[src/rtl/keyinput_loader.sv]
// keyinput_loader: serial LSB-first key intake into a shadow register,
// even-parity check, then glitch-free commit to the locked key bus.
module keyinput_loader #(
    parameter int KEY_W = 32,
    parameter int CNT_W = $clog2(KEY_W + 1)
) (
    input  logic             clk,
    input  logic             rst_n,
    input  logic             start,
    input  logic             exp_par,
    input  logic             clear,
    input  logic             ser_valid,
    input  logic             ser_data,
    output logic             ser_ready,
    output logic             busy,
    output logic             key_valid,
    output logic             key_error,
    output logic [KEY_W-1:0] keyinput
);

    typedef enum logic [1:0] {
        IDLE  = 2'd0,
        SHIFT = 2'd1,
        CHECK = 2'd2
    } state_t;

    localparam logic [CNT_W-1:0] LAST = CNT_W'(KEY_W - 1);

    state_t             state, state_d;
    logic [KEY_W-1:0]   shadow, shadow_d;
    logic [CNT_W-1:0]   count, count_d;
    logic               par_q, par_d;
    logic [KEY_W-1:0]   key_d;
    logic               kv_d, ke_d;
    logic               accept;

    assign ser_ready = (state == SHIFT);
    assign busy      = (state == SHIFT) || (state == CHECK);
    assign accept    = ser_valid && ser_ready;

    // State register
    always_ff @(posedge clk or negedge rst_n) begin
        if (!rst_n) begin
            state <= IDLE;
        end else begin
            state <= state_d;
        end
    end

    // Next-state and datapath update; clear overrides every state
    always_comb begin
        state_d  = state;
        shadow_d = shadow;
        count_d  = count;
        par_d    = par_q;
        key_d    = keyinput;
        kv_d     = key_valid;
        ke_d     = key_error;
        if (clear) begin
            state_d  = IDLE;
            shadow_d = '0;
            count_d  = '0;
            key_d    = '0;
            kv_d     = 1'b0;
            ke_d     = 1'b0;
        end else begin
            unique case (1'b1)
                (state == IDLE): begin
                    if (start) begin
                        par_d    = exp_par;
                        shadow_d = '0;
                        count_d  = '0;
                        kv_d     = 1'b0;
                        ke_d     = 1'b0;
                        state_d  = SHIFT;
                    end
                end
                (state == SHIFT): begin
                    if (accept) begin
                        shadow_d = shadow | (KEY_W'(ser_data) << count);
                        count_d  = count + CNT_W'(1);
                        if (count == LAST) begin
                            state_d = CHECK;
                        end
                    end
                end
                (state == CHECK): begin
                    if ((^shadow) == par_q) begin
                        key_d = shadow;
                        kv_d  = 1'b1;
                    end else begin
                        key_d = '0;
                        ke_d  = 1'b1;
                    end
                    state_d = IDLE;
                end
                default: begin
                    state_d = IDLE;
                end
            endcase
        end
    end

    // Datapath and committed-key registers
    always_ff @(posedge clk or negedge rst_n) begin
        if (!rst_n) begin
            shadow    <= '0;
            count     <= '0;
            par_q     <= 1'b0;
            keyinput  <= '0;
            key_valid <= 1'b0;
            key_error <= 1'b0;
        end else begin
            shadow    <= shadow_d;
            count     <= count_d;
            par_q     <= par_d;
            keyinput  <= key_d;
            key_valid <= kv_d;
            key_error <= ke_d;
        end
    end

endmodule

[config.mk]
export PLATFORM = sky130hd
export DESIGN_NAME = keyinput_loader
export DESIGN_NICKNAME = d
export VERILOG_FILES = /design/src/rtl/keyinput_loader.sv
export SDC_FILE = /design/constraint.sdc
export NUM_CORES = 1
export LEC_CHECK = 0
export CORE_MARGIN = 1
export CORE_UTILIZATION = 39
export DETAILED_ROUTE_END_ITERATION = 16
export PLACE_DENSITY = 0.69
export SLEW_MARGIN = 0
export SYNTH_ARGS = -nofsm -noshare
export SYNTH_HDL_FRONTEND = slang
export SYNTH_SLANG_ARGS = --single-unit
export TNS_END_PERCENT = 5
[constraint.sdc]
create_clock -name clk -period 2.2 [get_ports clk]
set_clock_uncertainty 0.15 [all_clocks]
set_input_delay 0.66 -clock clk [delete_from_list [all_inputs] [get_ports clk]]
set_output_delay 0.66 -clock clk [all_outputs]
set_load 0.005 [all_outputs]
==> results of run 1 <==
-- state kept, by name, summed over array words and instances (netlist names) --
name,flops
shadow,32
count,6
key_error,1
key_valid,1
keyinput,32
par_q,1
state,2
-- cell type report --
cell class / instances / area (um^2)
Clock buffer: 11 / 141
Clock inverter: 5 / 100
Fill cell: 886 / 4660
Inverter: 3 / 11.3
Multi-Input combinational cell: 288 / 2020
Sequential cell: 75 / 1880
Tap cell: 133 / 166
Timing Repair Buffer: 83 / 796
-- cell families after synthesis --
| logic type | count (synthesis) | synth area share (%) |
|---|---|---|
| adder cells (fa/ha/maj) | 5 | 1.59 |
| XOR/XNOR | 34 | 8.86 |
| AO/OA/AOI/OAI | 71 | 13.4 |
| buffers and inverters | 40 | 4.17 |
| multiplexers | 5 | 1.31 |
| AND/OR/NAND/NOR | 173 | 22.9 |
| flip-flops | 75 | 47.8 |
-- synth_stat cells (all sizes together) --
cell | count | area share [%]
dfrtp | 75 | 48
nor2 | 48 | 4.6
nand2 | 38 | 3.6
nor3 | 36 | 4.6
a21oi | 33 | 4.2
nor4 | 33 | 6.8
a221o | 32 | 8.2
clkbuf | 31 | 3.0
xnor2 | 27 | 6.2
buf | 6 | 0.92
ha | 5 | 1.6
mux2i | 4 | 1.0
nand3 | 4 | 0.51
nor3b | 4 | 0.76
xor2 | 4 | 0.89
inv | 3 | 0.29
a21o | 2 | 0.38
and3b | 2 | 0.45
nand4 | 2 | 0.32
nor2b | 2 | 0.32
o21ai | 2 | 0.25
xnor3 | 2 | 1.1
and3 | 1 | 0.16
mux2 | 1 | 0.29
nand2b | 1 | 0.16
nand3b | 1 | 0.19
nor4b | 1 | 0.38
o21a | 1 | 0.19
o21bai | 1 | 0.19
xor3 | 1 | 0.61
-- stage by stage --
stage               setup WS [ps]  cells
floorplan                   -33.1    403
global placement             -134    578
detailed placement           -185    578
CTS                         -78.2    597
global route                 -167    598
finish                      -67.1    598
-- cells in the final DEF (no fill, tap or decap), types with 2 or more instances in the layout --
master and instances:
dfrtp_1 75, nor2_1 46, nand2_1 38, clkdlybuf4s50_1 38, nor3_1 36, buf_4 35
a21oi_1 33, a221o_1 32, nor4_2 28, xnor2_1 26, clkbuf_8 10, nor4_1 5
buf_12 5, mux2i_1 4, nor3b_1 4, nand3_1 4, xor2_1 4, ha_1 4
bufinv_16 3, inv_1 2, nor2b_1 2, and3b_1 2, nand4_1 2, o21ai_0 2
a21o_1 2, clkinv_2 2, buf_2 2, dlygate4sd2_1 2
-- power breakdown --
| part | switching, uW | internal, uW | leakage (uW) | total [uW] |
|---|---|---|---|---|
| sequential | 17.2 | 1400 | 0.00104 | 1410 |
| combinational | 404 | 241 | 0.000935 | 645 |
| clock | 499 | 781 | 0.000123 | 1280 |
| total | 920 | 2420 | 0.00210 | 3340 |
-- layer usage --
| metal | track usage (%) | vias up | wire length, um |
|---|---|---|---|
| met3 | 2.46 | 9 | 264 |
| met2 | 27.4 | 60 | 4040 |
| li1 | - | 1571 | - |
| met1 | 25.1 | 1523 | 4290 |
| met5 | 0 | - | 0 |
| met4 | 5.60 | 0 | 95 |
-- worst min-delay path by stage --
stage	slack, ps	to
after floorplan	210	count[0]$_DFFE_PN0P_
after global placement	330	key_valid$_DFFE_PN0P_
after detailed placement	330	key_error$_DFFE_PN0P_
after CTS	190	keyinput[18]$_DFFE_PN0P_
after global routing	230	keyinput[18]$_DFFE_PN0P_
final	190	keyinput[23]$_DFFE_PN0P_
-- repair_timing --
action	4_1_cts	5_1_grt
gates cloned	0	1
setup buffers	3	0
pin swaps	12	0
setup endpoints to repair	36	35
resized for setup	21	2
==> results.json, run 1 <==
{
  "run_status": "finished, violations left",
  "violations": "setup timing",
  "grt-ovfl-total": 0,
  "crit_end": "keyinput[6]$_DFFE_PN0P_",
  "grt_max_degree": 76,
  "clk_path_buf_depth": 2,
  "critical_path_class": "flip-flop to flip-flop",
  "boundaryPins": 43,
  "ys_seq_elements": 75,
  "path_depth": 7,
  "worstRegToRegCells": 7,
  "wire_per_inst_um": 14.5,
  "crit_arrival_ps": 2400,
  "start_util_pct": 40.2,
  "die_h_um": 102,
  "clk_pin_slew_worst_paths_ps": 80,
  "cts-root-buf": "clkbuf_8",
  "die_x_um": 102,
  "clock-sinks": 75,
  "required_ps": 2330,
  "fin_util_pct": 52.3,
  "irDropWorstVdd_mv": 0.335,
  "grt_pass1_vias": 2977,
  "hold_viol": 0,
  "timing.final.crit_share_pct": 103,
  "ant_nets": 0,
  "cp_common_cell": "xnor2_1",
  "holdCritPathClass": "primary input to async pin",
  "worst_pin_slew_ps": 758,
  "die_area_um2": 10500,
  "critPathLaunchType": "flip-flop",
  "cpMaxStageDelayCell": "xnor3_2",
  "yosys.cell_types.count": 33,
  "critPathMaxFanout": 33,
  "synthToLayoutAreaGrowth_pct": 30.2,
  "coreArea_um2": 9770,
  "netlist_instances": 403,
  "grt_usage_pct": 17.5,
  "setup_viol": 33,
  "cts_buffers": 9,
  "drt-total-wl_um": 8690,
  "timing.hold.ws_ps": 189,
  "dpl_cell_area_um2": 4700,
  "crit_start": "shadow[14]$_DFFE_PN0P_",
  "layout_setup_ws_ps": -67.1,
  "grt_pass1_wl_um": 14500,
  "place.gp.congestion": 0.787,
  "layout_min_cycle_time_ps": 2270,
  "drtIter0Drc": 166,
  "rsz0062_at_grt": "yes",
  "r2r_start": "shadow[14]$_DFFE_PN0P_",
  "diodes": 0,
  "p_per_area_nw_per_um2": 653,
  "vias_per_cell": 5.29,
  "stdcell_area_um2": 5110,
  "synth_nets": 415,
  "vias": 3163,
  "synth-seq-area-share_pct": 47.8,
  "drive_gt1_share_pct": 20.2,
  "synth_area_um2": 3930,
  "max_stage_delay_ps": 500,
  "fmax_mhz": 441,
  "dr.pass1.iters": 4,
  "finalSetupTns_ps": -1390,
  "drv_slew": 0,
  "regToRegEndpoint": "keyinput[6]$_DFFE_PN0P_",
  "cts.htree.levels": 3,
  "drc": 0,
  "path_buf_inv": 1,
  "leakage_uw": 0.00210,
  "power_uw": 3340,
  "cts_hold_buffers": 0,
  "path_delay_family": "XOR/XNOR gates",
  "clk_latency_ps": 350,
  "ys_warn_count": 0,
  "avgSynthCellArea_um2": 9.75,
  "r2r_setup_slack_ps": -70,
  "cts_tree": "yes",
  "end_kind": "flip-flop",
  "drv_cap": 0,
  "critical_path.cell_chain": "xnor2_1 -> xnor2_1 -> xnor2_1 -> xnor3_2 -> buf_12 -> nor4_2 -> a221o_1",
  "relSlewSlack_pct": 49.4,
  "nets": 472,
  "antenna_found_initial": 0,
  "port_buffers": 42,
  "num_rows": 36,
  "dp_hpwl_um": 5750
}
Note: power is estimated with default switching activity, not from simulation.
==> inputs of run 2 (changes only) <==
==> constraint.sdc (replaced) <==
create_clock -name clk -period 1.91 [get_ports clk]
set_clock_uncertainty 0.15 [all_clocks]
set_input_delay 0.573 -clock clk [delete_from_list [all_inputs] [get_ports clk]]
set_output_delay 0.573 -clock clk [all_outputs]
set_load 0.005 [all_outputs]
==> results.json, run 2 (synthesized netlist as in run 1, its figures left out) <==
{
  "run_status": "finished, violations left",
  "violations": "hold timing, setup timing",
  "grt.met3_usage_pct": 1.85,
  "grt_pass1_vias": 3205,
  "grt_util_met1_pct": 25.4,
  "r2r_setup_slack_ps": -360,
  "cts_buffers": 9,
  "cts_hold_buffers": 0,
  "ant_nets": 0,
  "drv_slew": 0,
  "clk_pin_slew_worst_paths_ps": 80,
  "clk_latency_ps": 350,
  "power_uw": 3820,
  "drc": 0,
  "vias": 3367,
  "crit_arrival_ps": 2410,
  "dr.pass1.iters": 5,
  "place.gp.congestion": 0.809,
  "cts-root-buf": "clkbuf_8",
  "drt-total-wl_um": 9730,
  "required_ps": 2050,
  "grt-ovfl-total": 0,
  "layout_min_cycle_time_ps": 2270,
  "clk_path_buf_depth": 2,
  "die_h_um": 102,
  "worstRegToRegCells": 7,
  "p_per_area_nw_per_um2": 702,
  "grt_use_met2_pct": 32.8,
  "cts_tree": "yes",
  "holdCritPathClass": "primary input to async pin",
  "max_stage_delay_ps": 480,
  "clock-sinks": 75,
  "layout_setup_ws_ps": -362,
  "critPathLaunchType": "flip-flop",
  "timing.final.crit_share_pct": 119,
  "cpMaxStageDelayCell": "xnor3_2",
  "relSlewSlack_pct": 50.3,
  "regToRegEndpoint": "keyinput[26]$_DFFE_PN0P_",
  "final_common_cell": "dfrtp_1",
  "top_usage_layer": "met2",
  "port_buffers": 42,
  "grt_usage_pct": 19.2,
  "vias_per_cell": 5.37,
  "antenna_found_initial": 0,
  "r2r_start": "shadow[2]$_DFFE_PN0P_",
  "boundaryPins": 43,
  "hold_viol": 3,
  "dp_hpwl_um": 6550,
  "synthToLayoutAreaGrowth_pct": 38.5,
  "end_kind": "flip-flop",
  "setup_viol": 71,
  "die_area_um2": 10500,
  "fmax_mhz": 440,
  "nets": 501,
  "critPathMaxFanout": 48,
  "timing.hold.ws_ps": -3.27,
  "num_rows": 36,
  "grt_pass1_wl_um": 15600,
  "final_cell_mix": "dfrtp_1 (75), buf_4 (57), nor2_1 (43), nand2_1 (38), nor3_1 (35)",
  "cp_common_cell": "xnor2_2",
  "diodes": 0,
  "cts.htree.levels": 3,
  "wire_per_inst_um": 15.5,
  "drtIter0Drc": 207,
  "coreArea_um2": 9770,
  "drive_gt1_share_pct": 28.7,
  "worst_pin_slew_ps": 744,
  "drv_cap": 0,
  "critical_path_class": "flip-flop to flip-flop",
  "fin_util_pct": 55.6,
  "pre_cts_slack_ps": -374,
  "rsz0062_at_grt": "yes",
  "irDropWorstVdd_mv": 0.288,
  "critical_path.cell_chain": "xnor2_2 -> xnor2_2 -> xnor2_1 -> xnor3_2 -> buf_12 -> nor4_1 -> a221o_1",
  "leakage_uw": 0.00246,
  "die_x_um": 102,
  "grt_max_degree": 49,
  "start_util_pct": 40.2,
  "top_regs": "keyinput: 32 flops, shadow: 32 flops, count: 6 flops"
}
[run 2: how the worst max path moves through the flow]
stage,startpoint,endpoint,cells past startpoint
after global routing,par_q$_DFFE_PN0P_,keyinput[13]$_DFFE_PN0P_,7
final,shadow[2]$_DFFE_PN0P_,keyinput[26]$_DFFE_PN0P_,7
after CTS,shadow[2]$_DFFE_PN0P_,keyinput[30]$_DFFE_PN0P_,7
after detailed placement,ser_valid,state[0]$_DFFE_PN0P_,7
after floorplan,shadow[0]$_DFFE_PN0P_,keyinput[30]$_DFFE_PN0P_,7
after global placement,ser_valid,shadow[1]$_DFFE_PN0P_,8
[run 2: power breakdown]
group,internal (uW),total (uW),switching (uW)
clock,806,1390,586
sequential,1610,1630,19.0
combinational,312,800,488
[run 2: routing by layer]
layer	up-vias	wire length (um)
met2	65	4990
met3	5	345
met1	1662	4300
met5	-	0
li1	1635	-
met4	0	85
[run 2: critical path: cells and delay by family (launching register included)]
family	cells	cell delay [ps]
compound gates	1	150
buf+inv	1	210
xor+xnor	4	980
simple gates	1	290
flops	1	410
[run 2: through the flow]
stage	hold slack, ps	instances	setup TNS (ps)	instance area [um^2]
finish	-3.27	627	-13640	5440
detailed placement	324	608	-23450	4980
CTS	7.27	627	-13940	5310
global placement	312	608	-22060	4980
floorplan	127	403	-10010	3990
global route	26.7	627	-21950	5440
[run 2: timing repair]
action                                  CTS  global route
gates resized for setup                  64            24
setup buffers                             3             0
pin swaps                                 7             2
endpoints found under the setup margin  107            75
[run 2: layout make-up]
cell class | count | area [um^2]
inverter | 3 | 11.3
clock buffer | 12 | 155
tap | 133 | 166
clock inverter | 4 | 72.6
timing repair buffer | 112 | 1010
fill | 845 | 4340
multi-input combinational | 288 | 2150
sequential | 75 | 1880
